### src/rtl/inst_fetch.sv
// inst_fetch: instruction fetch sequencer for the matrix engine.
// Issues reads to the 16x32 instruction store (1-cycle read latency),
// captures returned words into a 2-entry FIFO and presents them to the
// decoder over a valid/ready handshake. A credit check (buffer occupancy
// plus the read in flight) keeps the FIFO from overflowing while the
// decoder stalls.
// Build option: define INST_FETCH_LOOP_EN to wrap pc back to 0 after the
// last address and keep fetching until abort (no DRAIN, no done pulse).
module inst_fetch #(
  parameter int ADDR_W = 4,
  parameter int DATA_W = 32
) (
  input  logic              clock,
  input  logic              resetn,
  input  logic              start,
  input  logic              abort,
  input  logic [ADDR_W-1:0] prog_len,
  output logic              mem_en,
  output logic [ADDR_W-1:0] mem_addr,
  input  logic [DATA_W-1:0] mem_data,
  output logic [DATA_W-1:0] inst_data,
  output logic              inst_valid,
  input  logic              inst_ready,
  output logic              inst_last,
  output logic              busy,
  output logic              done
);

  localparam logic [ADDR_W-1:0] ADDR_ZERO = {ADDR_W{1'b0}};
  localparam logic [ADDR_W-1:0] ADDR_ONE  = {{(ADDR_W-1){1'b0}}, 1'b1};

  typedef enum logic [1:0] {
    S_IDLE  = 2'd0,
    S_FETCH = 2'd1,
    S_DRAIN = 2'd2
  } state_e;

  state_e            state_q, state_d;
  logic [ADDR_W-1:0] pc_q, pc_d;
  logic [ADDR_W-1:0] len_q, len_d;
  logic [ADDR_W-1:0] rd_addr_q, rd_addr_d;   // address of the read in flight
  logic [1:0]        occ_q, occ_d;
  logic              inflight_q, inflight_d;
  logic              wr_ptr_q, wr_ptr_d;
  logic              rd_ptr_q, rd_ptr_d;
  logic              done_q, done_d;
  logic [DATA_W-1:0] fifo_data_q [0:1];
  logic [1:0]        fifo_last_q;

  logic              xfer_s;
  logic              credit_ok_s;
  logic              issue_s;
  logic              last_issue_s;
  logic              wr_s;
  logic              wr_last_s;
  logic              head_last_s;

  // Handshake, credit and issue decisions from registered state.
  always_comb begin
    xfer_s       = (occ_q != 2'd0) & inst_ready;
    credit_ok_s  = (occ_q + {1'b0, inflight_q}) < 2'd2;
    issue_s      = (state_q == S_FETCH) & (credit_ok_s | xfer_s);
    last_issue_s = issue_s & (pc_q == len_q);
    wr_s         = inflight_q;
    wr_last_s    = (rd_addr_q == len_q);
    head_last_s  = fifo_last_q[rd_ptr_q];
  end

  // Next-state logic for the FSM, pc, credits and FIFO pointers.
  always_comb begin
    state_d    = state_q;
    pc_d       = pc_q;
    len_d      = len_q;
    rd_addr_d  = rd_addr_q;
    occ_d      = occ_q;
    inflight_d = inflight_q;
    wr_ptr_d   = wr_ptr_q;
    rd_ptr_d   = rd_ptr_q;
    done_d     = 1'b0;
    if (abort) begin
      // Flush: the returning word (if any) is dropped with the buffer.
      state_d    = S_IDLE;
      occ_d      = 2'd0;
      inflight_d = 1'b0;
      wr_ptr_d   = 1'b0;
      rd_ptr_d   = 1'b0;
    end else begin
      occ_d      = occ_q + {1'b0, inflight_q} - {1'b0, xfer_s};
      inflight_d = issue_s;
      if (issue_s) begin
        rd_addr_d = pc_q;
      end else begin
        rd_addr_d = rd_addr_q;
      end
      if (wr_s) begin
        wr_ptr_d = ~wr_ptr_q;
      end else begin
        wr_ptr_d = wr_ptr_q;
      end
      if (xfer_s) begin
        rd_ptr_d = ~rd_ptr_q;
      end else begin
        rd_ptr_d = rd_ptr_q;
      end
      case (state_q)
        S_IDLE: begin
          if (start) begin
            state_d = S_FETCH;
            pc_d    = ADDR_ZERO;
            len_d   = prog_len;
          end else begin
            state_d = S_IDLE;
          end
        end
        S_FETCH: begin
          if (last_issue_s) begin
`ifdef INST_FETCH_LOOP_EN
            pc_d    = ADDR_ZERO;
            state_d = S_FETCH;
`else
            // pc parks on the last address so it never wraps.
            pc_d    = pc_q;
            state_d = S_DRAIN;
`endif
          end else if (issue_s) begin
            pc_d = pc_q + ADDR_ONE;
          end else begin
            pc_d = pc_q;
          end
        end
        S_DRAIN: begin
          if (xfer_s && head_last_s) begin
            state_d = S_IDLE;
            done_d  = 1'b1;
          end else begin
            state_d = S_DRAIN;
          end
        end
        default: begin
          state_d = S_IDLE;
        end
      endcase
    end
  end

  // Control state registers.
  always_ff @(posedge clock or negedge resetn) begin
    if (!resetn) begin
      state_q    <= S_IDLE;
      pc_q       <= ADDR_ZERO;
      len_q      <= ADDR_ZERO;
      rd_addr_q  <= ADDR_ZERO;
      occ_q      <= 2'd0;
      inflight_q <= 1'b0;
      wr_ptr_q   <= 1'b0;
      rd_ptr_q   <= 1'b0;
      done_q     <= 1'b0;
    end else begin
      state_q    <= state_d;
      pc_q       <= pc_d;
      len_q      <= len_d;
      rd_addr_q  <= rd_addr_d;
      occ_q      <= occ_d;
      inflight_q <= inflight_d;
      wr_ptr_q   <= wr_ptr_d;
      rd_ptr_q   <= rd_ptr_d;
      done_q     <= done_d;
    end
  end

  // FIFO storage: capture the word returned for the read in flight.
  always_ff @(posedge clock or negedge resetn) begin
    if (!resetn) begin
      fifo_data_q[0] <= {DATA_W{1'b0}};
      fifo_data_q[1] <= {DATA_W{1'b0}};
      fifo_last_q    <= 2'b00;
    end else if (wr_s && !abort) begin
      fifo_data_q[wr_ptr_q] <= mem_data;
      fifo_last_q[wr_ptr_q] <= wr_last_s;
    end
  end

  assign mem_en     = issue_s;
  assign mem_addr   = pc_q;
  assign inst_data  = fifo_data_q[rd_ptr_q];
  assign inst_last  = head_last_s;
  assign inst_valid = (occ_q != 2'd0);
  assign busy       = (state_q != S_IDLE);
  assign done       = done_q;

endmodule

### config.mk
export PLATFORM = sky130hd
export DESIGN_NAME = inst_fetch
export DESIGN_NICKNAME = d
export VERILOG_FILES = /design/src/rtl/inst_fetch.sv
export SDC_FILE = /design/constraint.sdc
export NUM_CORES = 1
export LEC_CHECK = 0
export ABC_CLOCK_PERIOD_IN_PS = 3800
export CAP_MARGIN = 20
export CORE_ASPECT_RATIO = 0.9
export CORE_MARGIN = 4
export CORE_UTILIZATION = 44
export DETAILED_ROUTE_END_ITERATION = 7
export GPL_TIMING_DRIVEN = 0
export PLACE_DENSITY_LB_ADDON = 0.08
export SLEW_MARGIN = 15
export SYNTH_ARGS = -nofsm -noshare
export SYNTH_HDL_FRONTEND = slang
export SYNTH_SLANG_ARGS = --single-unit
### constraint.sdc
create_clock -name clock -period 3.8 [get_ports clock]
set_clock_uncertainty 0.1 [all_clocks]
set_input_delay 0.38 -clock clock [delete_from_list [all_inputs] [get_ports clock]]
set_output_delay 0.38 -clock clock [all_outputs]
set_load 0.03 [all_outputs]
## After elaboration in Yosys (flattened, before gate mapping)

Index checks and enable logic that the tools add are counted.

| cells by class | value |
|---|---|
| add/subtract/negate cells | 3 |
| magnitude comparators | 7 |
| equality and inequality tests | 8 |
| mux-type cells | 29 |
| bitwise operators | 9 |
| reductions and logical operators | 14 |

Operators by type and width:

| operator | number |
|---|---|
| 32-bit two-way mux | 4 |
| 64-bit bitwise mux | 1 |
| 32-bit demux with 1-bit select | 1 |
| 1-bit two-way mux | 12 |
| 4-bit two-way mux | 3 |
| 2-bit nonzero test | 5 |
| 4-bit == test | 2 |
| 2-bit two-way mux | 4 |
| 4-bit one-hot mux with 2 select lines | 1 |
| 2-bit inequality test, second input constant | 3 |
| 2-bit one-hot mux with 3 select lines | 1 |
| 5-bit AND reduction | 1 |
| 4-bit by 1-bit adder with 4-bit output, second input constant | 1 |
| 2-bit >= comparator, second input constant | 2 |
| 1-bit logical AND | 4 |
| 1-bit by 2-bit less-than comparator with 1-bit output, second input constant | 2 |
| 1-bit NOT with 2-bit output | 2 |
| 1-bit AND | 3 |
| 3-bit inequality test, second input constant | 1 |
| 1-bit NOT | 3 |
| 3-bit AND reduction | 1 |
| 2-bit by 1-bit adder with 2-bit output | 1 |
| 2-bit bitwise mux | 1 |
| 2-bit by 1-bit == test with 1-bit output, second input constant | 1 |
| 10 further kinds | 10 |

| storage, ports and cells | value |
|---|---|
| bits in registers | 86 |
| bits of input ports | 41 |
| logic and storage cells | 82 |

## Depth between registers and ports, before layout

Gate-level depths: netlist of the first run.

| depth | value |
|---|---|
| depth after elaboration | 8 |
| depth in mapped cells | 6 |

## Least setup slack after synthesis of the first run

No wires, ideal clock.

| timing | value |
|---|---|
| path type | reg2reg |
| start | register occ_q[0] |
| end | register pc_q[3] (netlist: mem_addr[3]) |
| library setup time | 126 ps |
| arrival | 1681 ps |
| required time | 3574 ps |
| setup slack | 1893 ps |
| stages on the path, launching flop included | 6 |
| clock period less this slack | 1907 ps |
| cells stage by stage | dfrtp_1 > ha_1 > xnor2_2 > o211ai_2 > or2_2 > a221o_1 |

| between the ends | value |
|---|---|
| longest elaborated chain between the ends | 7 |
| elaborated cells on any way between the ends | 10 |
| classes of those cells | add/sub (1); order compare (1); eq/ne (2); bitwise (4); reduce/logical (2) |

Ends and longest elaborated chain:

| item | RTL line | text |
|---|---|---|
| start: declaration | 42 | `logic [1:0] occ_q, occ_d;` |
| start signal: assignment | 153 | `occ_q <= 2'd0;` |
| start signal: assignment | 163 | `occ_q <= occ_d;` |
| 2-bit by 1-bit adder with 2-bit output or 2-bit nonzero test (tied branches) | 61, 60 |  |
| 2-bit less-than comparator or 1-bit AND (tied branches) | 61, 60 |  |
| 1-bit bitwise OR (*) | 62 | `issue_s = (state_q == S_FETCH) & (credit_ok_s \| xfer_s);` |
| 1-bit AND (*) | 62 |  |
| 1-bit AND | 63 | `last_issue_s = issue_s & (pc_q == len_q);` |
| 2-bit inequality test (no line) | -- |  |
| 5-bit AND reduction (no line) (*) | -- |  |
| end signal: assignment | 160 | `pc_q <= pc_d;` |
| end: declaration | 39 | `logic [ADDR_W-1:0] pc_q, pc_d;` |

Mark *: on every way between the ends. The rest lies on a longest branch, timed or not.
A chain may end at the register's enable or synchronous reset.

## Final worst setup path of the first run

| timing | value |
|---|---|
| start | register rd_ptr_q |
| end | output port inst_data[0] |

| between the ends | value |
|---|---|
| longest elaborated chain between the ends | 4 |

Ends and longest elaborated chain:

| item | RTL line | text |
|---|---|---|
| start: declaration | 45 | `logic rd_ptr_q, rd_ptr_d;` |
| start signal: assignment | 166 | `rd_ptr_q <= rd_ptr_d;` |
| 1-bit NOT with 2-bit output (implied by the code) | 185 | `assign inst_data = fifo_data_q[rd_ptr_q];` |
| 32-bit two-way mux (implied by the code) (3 in a row) | 185 |  |
| end: declaration | 21 | `output logic [DATA_W-1:0] inst_data,` |

No other way between the ends. The select of a mux whose other input is x is not followed.

==> results of run 1 <==
[layer usage]
metal / global-route usage / wire length, um / vias to the layer above
li1: - / - / 1130
met2: 0.244 / 3760 / 53
met5: 0 / 0 / -
met3: 0.0551 / 340 / 6
met4: 0.0354 / 50 / 0
met1: 0.214 / 3480 / 1161
[report_power, final]
group,leakage [nW],internal (W),switching [W]
logic,1.01,0.00106,0.00103
registers,1.10,0.00130,0.000216
clock network,0.0935,0.000306,0.000322
[cells in the mapped netlist (2+ instances only)]
library cell   n
mux2_1         7
nand4_1        2
nand3b_1       2
dfrtp_1       86
nor2_1         4
o21ai_0        2
clkbuf_1       3
buf_2          6
or2_2          2
mux2i_1        3
ha_1           3
mux2_2        94
nand3_1        2
xnor2_1       10
inv_1          5
nand2_1       14
[final timing paths]
check	startpoint	endpoint	slack, ns
max reg2reg	occ_q[0]$_DFF_PN0_	mem_addr[3]$_DFFE_PN0P_	1.73
min in group asynchronous	resetn	fifo_data_q[29]$_DFFE_PN0P_	0.41
min	abort	occ_q[0]$_DFF_PN0_	0.26
max	rd_ptr_q$_DFFE_PN0P_	inst_data[0]	0.76
min reg2reg	fifo_data_q[34]$_DFFE_PN0P_	fifo_data_q[34]$_DFFE_PN0P_	0.39
max in group asynchronous	resetn	wr_ptr_q$_DFFE_PN0P_	2.57
[area by class of cell]
cell class                 instances  area (um^2)
fill                             744         3510
sequential                        86         2150
multi-input combinational        165         1640
timing repair buffer              82          836
tap                              119          149
clock buffer                      11          131
buffer                            12         61.3
clock inverter                     5         60.1
inverter                           7         31.3
[sequential cells by signal (all words and copies together) (netlist names)]
| name | flops |
|---|---|
| rd_ptr_q | 1 |
| wr_ptr_q | 1 |
| inflight_q | 1 |
| occ_q | 2 |
| mem_addr | 4 |
| len_q | 4 |
| fifo_data_q | 64 |
| state_q | 2 |
| rd_addr_q | 4 |
| done | 1 |
| fifo_last_q | 2 |
[metrics by stage]
step	instance area (um^2)	setup TNS [ns]	instances
floorplan	3880	0	270
global placement	4830	-84.76	469
detailed placement	4860	0	470
CTS	5060	0	487
global route	5060	0	487
finish	5060	0	487
[worst max-delay path, cell delays in order, from the launching register on]
cell and delay [ns]:
dfrtp_1 0.32, clkbuf_1 0.27, clkbuf_1 0.60, mux2_2 0.42, clkdlybuf4s50_1 0.60
[repair_timing]
action / 4_1_cts / 5_1_grt
hold endpoints to repair: 31 / 0
hold buffers: 1 / 0
setup buffers: 0 / 0
[kinds of logic (layout without fill, tap and decap cells)]
kind of cell,Yosys count,count (layout)
muxes,104,104
DFF,86,86
and+or+nand+nor,35,35
buffers and inverters,19,117
xor gates and xnor gates,12,12
AOI/OAI and AO/OA,11,11
adders and majority gates,3,3
==> run_results.csv, run 1 <==
group,metric,value,unit
synth,synthArstFlopShare,1.00,
layout,num_antenna_cells,0,
placed_design,hpwl,5460,um
clock_network,cts_sinks,86,
clock_network,clk_pin_slew,0.08,ns
global_route,grt.overflow.total,0,
critical_path,crit_path_start_kind,"flop",
floorplanning,rows,32,
synth,synth_ff_type,"dfrtp_1",
synth,synth_area_per_cell,14.4,um^2
sta,timing.fmax,0.329,GHz
sta,holdWs,0.258,ns
detailed_routing,ant_nets,0,
clock_network,clk_latency,0.35,ns
layout,drive_above_1_share,0.356,
synth,synthAdderAreaFrac,0.00966,
detailed_routing,drt_first_pass_iters,4,
worst_hold_path,hold_path.class,"input pin to flop",
clock_network,cts_buffers,9,
critical_path,crit_path_end_kind,"output pin",
floorplanning,die-area,10400,um^2
floorplanning,initial_core_util,0.453,
sta,hold_viol_final,0,
sta,worstMarginPinSlew,0.721,ns
pwr,p_leak,2.21,nW
global_route,grt_max_degree,56,
placed_design,place_ws,1.10,ns
sta,fin_crit_sh,0.800,
pwr,power_density,837,nW/um^2
job,maxCapViolCount,0,
synth,ys_seq_area_frac,0.554,
pwr,ir_drop,365,uV
sta,post-route-worst-setup-slack,0.760,ns
synth,ys_ff_latch,86,
sta,slew_headroom,0.519,
detailed_routing,routed_wl,7640,um
synth,ys_types,41,
clock_network,cts_max_level,3,
placed_design,gp_congestion,0.738,
synth,synthMuxAreaShare,0.301,
synth,synth_top_family_by_area,"multiplexers",
critical_path,worstPathMaxFanout,10,
synth,synth_top_area_share,0.554,
critical_path,criticalPathCategory,"flop to output pin",
synth,syn_inst,270,
layout,final_util,0.591,
layout,layout_commonest_cell,"mux2_2",
synth,synth-simple-area-share,0.0525,
clock_network,root_buffer,"clkbuf_8",
synth,synth.area.top_cells,"dfrtp_1, mux2_2, xnor2_1",
floorplanning,core_area,8570,um^2
clock_network,cts_tree,"done",
synth,ys_warn_count,0,
detailed_routing,drt-vias-per-instance,4.83,
pwr,finalPower,0.00423,W
outcome,status,"finished clean",
clock_network,cts_resized,0,
detailed_routing,avgRoutedWirePerCell,15.7,um
global_route,grt_pass1_vias,2598,
global_route,antenna_found_initial,0,
layout,final_cell_mix,"mux2_2, dfrtp_1, clkdlybuf4s50_1, nand2_1, xnor2_1",
layout,area_growth,30.3,%
sta,setup_violations,0,
layout,fin_nets,407,
detailed_routing,drcViolationCount,0,
synth,synth-xor-area-share,0.0290,
detailed_routing,via_count,2350,
global_route,gr-usage-all-layers,0.158,
clock_network,clockBufferDepth,2,
global_route,grt_first_pass_wirelength,13100,um
critical_path,crit_required,3.32,ns
placed_design,port_buffers,80,
synth,syn_nets,314,
synth,synth_top_cell_by_area,"dfrtp_1",
critical_path,arrival,2.56,ns
detailed_routing,drt_iter0_markers,80,
sta,period_needed,3.04,ns
sta,drv_slew,0,
floorplanning,die_h,97.1,um
floorplanning,die_w,107,um
synth,netlist_area,3880,um^2
critical_path,r2r_cells,5,
floorplanning,ioPinCount,82,
sta,rsz0062_at_grt,"false",
worst_hold_path,hold_depth,2,
synth,synth_enable_flop_cells,0,
synth,synth-compound-area-share,0.0303,
Note: power is estimated with default switching activity, not from simulation.
==> inputs of run 2 (changes only) <==
Settings changed: ABC_CLOCK_PERIOD_IN_PS 3800 to 2400.
Clock period 3.8 ns to 2.4 ns, I/O delays scaled along.
==> run_results.csv, run 2 (synthesis results as in run 1) <==
group,metric,value,unit
outcome,status,"finished clean",
critical_path,r2r_slack,0.33,ns
placed_design,port_buffers,80,
layout,final_cell_mix,"mux2_2, dfrtp_1, clkdlybuf4s50_1, nand2_1, dlygate4sd2_1",
detailed_routing,drt_first_pass_iters,4,
clock_network,cts_buffers,9,
worst_hold_path,min_from,"abort",
placed_design,dp.cells,470,
detailed_routing,ant_nets,0,
critical_path,criticalPathCategory,"flop to output pin",
clock_network,clockBufferDepth,2,
sta,drv_slew,0,
placed_design,hpwl,5460,um
sta,slew_headroom,0.678,
clock_network,root_buffer,"clkbuf_8",
global_route,gr-usage-all-layers,0.157,
layout,layout_commonest_cell,"mux2_2",
pwr,power_density,1300,nW/um^2
sta,post-route-worst-setup-slack,0.100,ns
global_route,grt_max_degree,56,
layout,drive_above_1_share,0.371,
critical_path,worstPathMaxFanout,10,
pwr,p_sw,0.00247,W
layout,area_growth,30.8,%
detailed_routing,via_count,2360,
sta,hold_viol_final,0,
pwr,ir_drop,578,uV
sta,fin_crit_sh,0.958,
detailed_routing,drt-vias-per-instance,4.86,
worst_hold_path,hold_end,"occ_q[0]$_DFF_PN0_",
detailed_routing,routed_wl,7620,um
layout,fillers,745,
floorplanning,core_area,8570,um^2
global_route,grt_first_pass_wirelength,13100,um
clock_network,clk_pin_slew,0.08,ns
detailed_routing,drt_iter0_markers,74,
clock_network,clk_latency,0.35,ns
job,maxCapViolCount,0,
floorplanning,die-area,10400,um^2
floorplanning,initial_core_util,0.453,
floorplanning,die_h,97.1,um
global_route,grt_pass1_vias,2598,
sta,holdWs,0.119,ns
global_route,antenna_found_initial,0,
layout,num_antenna_cells,0,
critical_path,crit_path_end_kind,"output pin",
clock_network,cts_setup_buffers,0,
layout,fin_nets,406,
sta,rsz0062_at_grt,"false",
critical_path,worstReg2RegEnd,"mem_addr[3]$_DFFE_PN0P_",
sta,period_needed,2.30,ns
floorplanning,ioPinCount,82,
critical_path,arrival,1.96,ns
placed_design,place_ws,-0.160,ns
detailed_routing,drcViolationCount,0,
placed_design,gp_congestion,0.738,
worst_hold_path,hold_depth,2,
pwr,p_leak,2.34,nW
sta,timing.fmax,0.435,GHz
layout,seq_area,2150,um^2
layout,largest_register,"fifo_data_q",
sta,setup_violations,0,
pwr,clkPwrFrac,0.150,
floorplanning,rows,32,
clock_network,cts_max_level,3,
layout,stdcell_count,486,
clock_network,cts_tree,"done",
critical_path,crit_path_start_kind,"flop",
critical_path,r2r_cells,5,
floorplanning,die_w,107,um
critical_path,reg2reg_from,"occ_q[0]$_DFF_PN0_",
clock_network,cts_sinks,86,
worst_hold_path,hold_path.class,"input pin to flop",
layout,largest_register_ffs,64,
layout,multiInputGateArea,1640,um^2
detailed_routing,avgRoutedWirePerCell,15.7,um
pwr,switching_share,0.374,
critical_path,crit_required,2.06,ns
pwr,p_int,0.00413,W
global_route,grt.overflow.total,0,
pwr,power_frac_seq,0.366,
pwr,p_comb_frac,0.484,
sta,worstMarginPinSlew,0.482,ns
-- run 2: cell count changes in the layout (fill, tap and decap cells not counted), sizes merged --
cell           before  now
dlymetal6s2s        0    9
dlygate4sd2         0   11
clkdlybuf4s50      79   58
-- run 2: power groups by stage --
stage / logic, W / registers, W / clock network (W)
2_1_floorplan: 0.00219 / 0.00238 / 0
5_1_grt: 0.00341 / 0.00251 / 0.00109
3_3_place_gp: 0.00331 / 0.00241 / 0
3_5_place_dp: 0.00335 / 0.00244 / 0
6_report: 0.00319 / 0.00242 / 0.000991
4_1_cts: 0.00327 / 0.00243 / 0.00103
-- run 2: how the worst max path moves through the flow --
stage                          from                          end  slack [ns]  depth (start not counted)
5_1_grt        rd_ptr_q$_DFFE_PN0P_                inst_data[28]        0.01                          3
2_1_floorplan    occ_q[0]$_DFF_PN0_      mem_addr[3]$_DFFE_PN0P_        0.49                          5
3_3_place_gp                 resetn  fifo_data_q[40]$_DFFE_PN0P_       -2.25                          1
4_1_cts        rd_ptr_q$_DFFE_PN0P_                inst_data[22]      0.0008                          3
3_5_place_dp   rd_ptr_q$_DFFE_PN0P_                 inst_data[1]       -0.16                          4
6_report       rd_ptr_q$_DFFE_PN0P_                inst_data[29]        0.10                          3
-- run 2: stage by stage --
stage,utilization,TNS [ns],power (W),instance area (um^2)
6_report,0.593,0,0.00660,5080
3_5_place_dp,0.567,-3.80,0.00579,4860
3_3_place_gp,0.564,-197.23,0.00572,4830
5_1_grt,0.593,0,0.00701,5080
2_1_floorplan,-,0,0.00457,3880
4_1_cts,0.591,0,0.00672,5060
-- run 2: timing repair --
item,CTS,global route
cloned,0,0
endpoints found under the hold margin,31,0
setup endpoints to repair,30,10
hold buffers,1,0
resized for setup,20,11
-- run 2: worst max-delay path, cell delays in order (launching register included) --
cell             delay, ns
dfrtp_2               0.45
clkbuf_8              0.22
mux2_2                0.35
clkdlybuf4s50_1       0.59
-- run 2: routing by layer --
metal	share of wire	wire, um	GRT usage
met5	0	0	0
met4	0.0089	68	0.0354
met3	0.044	333	0.0538
met2	0.48	3670	0.243
met1	0.47	3560	0.215
-- run 2: cell type report --
type,count,area share
Buffer,11,0.0148
Clock buffer,11,0.0259
Clock inverter,5,0.0118
Inverter,7,0.00616
Multi-Input combinational cell,165,0.323
Sequential cell,86,0.424
Tap cell,119,0.0293
Timing Repair Buffer,82,0.165
==> edit 1: new RTL, flow settings as in run 1 <==
Make the reset (`resetn`) synchronous in 2 clocked blocks.
--- a/src/rtl/inst_fetch.sv
+++ b/src/rtl/inst_fetch.sv
@@ -145,5 +145,5 @@
 
   // Control state registers.
-  always_ff @(posedge clock or negedge resetn) begin
+  always_ff @(posedge clock) begin
     if (!resetn) begin
       state_q    <= S_IDLE;
@@ -170,5 +170,5 @@
 
   // FIFO storage: capture the word returned for the read in flight.
-  always_ff @(posedge clock or negedge resetn) begin
+  always_ff @(posedge clock) begin
     if (!resetn) begin
       fifo_data_q[0] <= {DATA_W{1'b0}};
Check against the original RTL: differs if resetn is asserted again (counterexample within 4 cycles, from zero or initial values and one cycle with resetn low); with resetn held inactive, the same outputs for 4 cycles.
==> edit 1 against run 1 <==
Critical path type unchanged. First-iteration DRC count is 38% lower. Setup slack better by 0.12 ns. Register-to-register slack better by 0.07 ns. Via count is 3.9% higher. Cell count is 3.9% higher. Wire length hardly changed. Area after synthesis is 0.26% lower. Global-route usage is 0.89 points lower. Sequential cell count is 1 higher. Cell area is 0.94% higher.
Power is not compared: it rests on default switching activity, and its combinational part moved more than twofold at a synthesized area within 25%.
==> edit 1: results (changes against run 1) <==
run_status:
  status: "finished, final reports clean"
yosys:
  synth_cells: 289  # +7.0%
  ys_seq_area_share_pct: 61.5  # +6.1 points
  ys.flop_type: "edfxtp_1"
  syn_nets: 333  # +6.1%
  synthTopCellsByCount: "and2_1, edfxtp_1, mux2_2"
  ys_top_cells_by_area: "edfxtp_1, dfxtp_1, and2_1"
  synth-edff-count: 64  # +64
  synthArstFlopShare_pct: 0  # -100 points
finish:
  layout.nets: 426  # +4.7%
  drive_gt1_share_pct: 13.7  # -22 points
  fill_cells: 743  # -0.13%
  antenna-diode-count: 0  # unchanged
  fin_cells: 506  # +3.9%
clock_network:
  cts_max_path_buffers: 2  # unchanged
  worst_skew_pair.late_latency_ns: 0.35  # about the same
drt:
  wl_per_cell_um: 15.1  # -3.8%
  num_vias: 2442  # +3.9%
setup_path:
  critPathArrivalTime_ns: 2.44  # -0.12 ns
  worst-r2r-setup-slack_ns: 1.80  # +0.07 ns
  rr_startpoint: "inflight_q$_SDFF_PP0_"
  r2r_end: "mem_addr[3]$_SDFFE_PN0P_"
  reg2reg_depth: 6  # +1
timing:
  worstMarginPinSlew_ns: 0.597  # -0.124 ns
  setup_viol: 0  # unchanged
  holdWs_ns: 0.371  # +0.113 ns
hold_path:
  hp-start: "fifo_last_q[1]$_SDFFE_PN0P_"
  hold-path-endpoint: "fifo_last_q[1]$_SDFFE_PN0P_"
  holdCritPathClass: "reg2reg"
place:
  pre_cts_slack_ns: 1.07  # -0.0264 ns
  placed_area_um2: 4890  # +0.72%
  globalplace.congestion: 0.748  # +1.3%
  dpl.hpwl_um: 5390  # -1.4%
grt:
  grt_max_degree: 24  # -57%
  grt_use_total_pct: 14.9  # -0.89 points
  grt_pass1_wl_um: 11900  # -8.7%
-- edit 1: logic make-up after synthesis --
| group | after synthesis | synth area share (%) |
|---|---|---|
| AO/OA/AOI/OAI | 18 | 3.81 |
| XOR/XNOR | 11 | 2.49 |
| adder cells (fa/ha/maj) | 3 | 0.969 |
| buffers and inverters | 16 | 1.55 |
| flip-flops | 87 | 61.5 |
| multiplexers | 41 | 11.6 |
| AND/OR/NAND/NOR | 113 | 18.1 |
-- edit 1: worst max-delay path: stages (launching register included) --
cell             delay (ns)
dfxtp_1                0.31
clkbuf_1               0.25
buf_1                  0.51
mux2_2                 0.40
clkdlybuf4s50_1        0.62
-- edit 1: worst max path at each step --
stage	cells past startpoint	to	slack [ns]
after floorplan	3	fifo_last_q[0]$_SDFFE_PN0P_	0.33
after global placement	3	fifo_last_q[1]$_SDFFE_PN0P_	-1.72
after detailed placement	4	mem_en	1.07
after CTS	4	inst_data[27]	0.81
after global routing	4	inst_data[27]	0.70
final	4	inst_data[13]	0.88
-- edit 1: final cells by class --
type | count | area, µm² | share of cell area, %
Sequential cell | 87 | 2380 | 46.6
Multi-Input combinational cell | 186 | 1450 | 28.5
Timing Repair Buffer | 82 | 848 | 16.6
Tap cell | 119 | 149 | 2.92
Clock buffer | 11 | 131 | 2.57
Clock inverter | 5 | 82.6 | 1.62
Buffer | 13 | 48.8 | 0.955
Inverter | 3 | 11.3 | 0.220
-- edit 1: power by group --
part	internal [mW]	leakage [nW]	switching, mW
clock	0.372	0.107	0.317
combinational	0.0963	0.925	0.0967
sequential	1.04	0.847	0.0104
-- edit 1: routing by layer --
layer  share of wire, %  GRT usage [%]
met1                 45           19.3
met2                 48           24.4
met3                5.7           5.00
met4               0.46           2.95
met5                  0              0
==> edit 2: new RTL, settings of run 1 <==
Without the edit above. Build with the macro `INST_FETCH_LOOP_EN` defined.
--- a/src/rtl/inst_fetch.sv
+++ b/src/rtl/inst_fetch.sv
@@ -7,4 +7,6 @@
 // Build option: define INST_FETCH_LOOP_EN to wrap pc back to 0 after the
 // last address and keep fetching until abort (no DRAIN, no done pulse).
+`define INST_FETCH_LOOP_EN
+
 module inst_fetch #(
   parameter int ADDR_W = 4,
Formal check against the unedited RTL: not equivalent (Yosys sat finds a counterexample within 4 cycles, from zero or initial values and one cycle with resetn low).
==> edit 2 against run 1 <==
Via count is 1.4% higher. Cell area is essentially flat. Setup slack got worse by 0.016 ns. Core utilization increased by 0.23 points. Wire length shrank 2.4%. Clock power grew 20%. Sequential cell count did not move. Non-clock buffer count down 1. Critical endpoint is now inst_data[30]. Area after synthesis decreased by 1.3%. Cell count decreased by 1.4%. Total power down 4.6%.
==> edit 2: results (changes against run 1) <==
drt:
  wl_um: 7450  # -2.4%
  drt_iter0_markers: 64  # -20%
  num_vias: 2383  # +1.4%
setup_path:
  worst-r2r-setup-slack_ns: 1.77  # +0.04 ns
  critPathArrivalTime_ns: 2.58  # +0.02 ns
  reg2reg_depth: 4  # -1
  slowest_stage: "clkdlybuf4s50_1"
  r2r_end: "rd_addr_q[2]$_DFFE_PN0P_"
grt:
  grt_pass1_wl_um: 12300  # -5.9%
  grt_use_total_pct: 15.4  # -0.37 points
  grt_max_degree: 52  # -7.1%
finish:
  layout.nets: 400  # -1.7%
  drive_gt1_share_pct: 38.2  # +2.6 points
power_and_ir_drop:
  leakage_nw: 2.20  # -0.51%
place:
  pre_cts_slack_ns: 1.06  # -0.0419 ns
  globalplace.congestion: 0.744  # +0.79%
yosys:
  ys_seq_area_share_pct: 56.1  # +0.72 points
  synth_compound_area_share_pct: 2.15  # -0.87 points
  ys_top_cells_by_area: "dfrtp_1, mux2_2, xnor2_1"
  synth_mux_area_share_pct: 31.1  # +1.0 points
  synth_cell_type_count: 32  # -22%
  syn_nets: 307  # -2.2%
  synth_fa_ha_area_share_pct: 0.979  # +0.013 points
  synthTopCellsByCount: "mux2_2, dfrtp_1, nor2_1"
run_status:
  status: "finished, final reports clean"
hold_path:
  hold-path-endpoint: "occ_q[1]$_DFF_PN0_"
## edit 2: cell count changes after synthesis, moves of 4 or more
| cell | before | now |
|---|---|---|
| nor2_1 | 4 | 8 |
| nand2_1 | 14 | 4 |
| mux2_1 | 7 | 0 |
| xor2_1 | 1 | 6 |
| nor2b_1 | 0 | 4 |
| mux2_2 | 94 | 105 |
| xnor2_1 | 10 | 6 |
## edit 2: how the worst max path moves through the flow
stage                    startpoint                          end  slack (ns)  cells past startpoint
2_1_floorplan  inflight_q$_DFF_PN0_                       mem_en        1.84                      4
3_3_place_gp                 resetn  fifo_data_q[47]$_DFFE_PN0P_       -0.93                      1
3_5_place_dp   rd_ptr_q$_DFFE_PN0P_                inst_data[30]        1.06                      4
4_1_cts        rd_ptr_q$_DFFE_PN0P_                inst_data[30]        0.66                      4
5_1_grt        rd_ptr_q$_DFFE_PN0P_                inst_data[14]        0.58                      4
6_report       rd_ptr_q$_DFFE_PN0P_                inst_data[30]        0.74                      4
## edit 2: power groups by stage
stage | Combinational, mW | Clock, mW | Sequential (mW)
finish | 1.87 | 0.752 | 1.42
global route | 2.00 | 0.815 | 1.46
CTS | 1.90 | 0.780 | 1.42
detailed placement | 1.89 | 0 | 1.44
global placement | 1.88 | 0 | 1.43
floorplan | 1.21 | 0 | 1.42
## edit 2: routing by layer
| layer | GRT usage [%] | wire, µm | vias to the layer above |
|---|---|---|---|
| met5 | 0 | 0 | - |
| li1 | - | - | 1117 |
| met3 | 5.25 | 375 | 7 |
| met4 | 3.88 | 68 | 0 |
| met2 | 24.8 | 3570 | 53 |
| met1 | 20.2 | 3440 | 1206 |
## edit 2: final cells by class
class	instances	area, µm²
Fill cell	724	3470
Sequential cell	86	2150
Multi-Input combinational cell	161	1610
Timing Repair Buffer	82	836
Tap cell	119	149
Clock buffer	10	128
Clock inverter	6	110
Buffer	11	57.6
Inverter	5	18.8
## edit 2: through the flow
step	total power [mW]	area [µm²]	hold slack [ns]	util, %	std cells
floorplan	2.63	3830	-0.0156	-	263
global placement	3.31	4780	0.372	56.1	462
detailed placement	3.33	4810	0.275	56.4	463
CTS	4.10	5060	0.130	59.3	480
global route	4.28	5060	0.138	59.3	480
finish	4.04	5060	0.153	59.3	480
## edit 2: timing repair
item,4_1_cts,5_1_grt
gates resized for setup,0,0
hold endpoints to repair,35,0
hold buffers,1,0
## edit 2: kinds of logic (layout without fill, tap and decap cells)
logic type,Yosys count,in the layout
multiplexers,106,106
flip-flops,86,86
AND/OR/NAND/NOR,31,31
buffers and inverters,16,114
XOR/XNOR,12,12
AO/OA/AOI/OAI,9,9
adder cells (fa/ha/maj),3,3
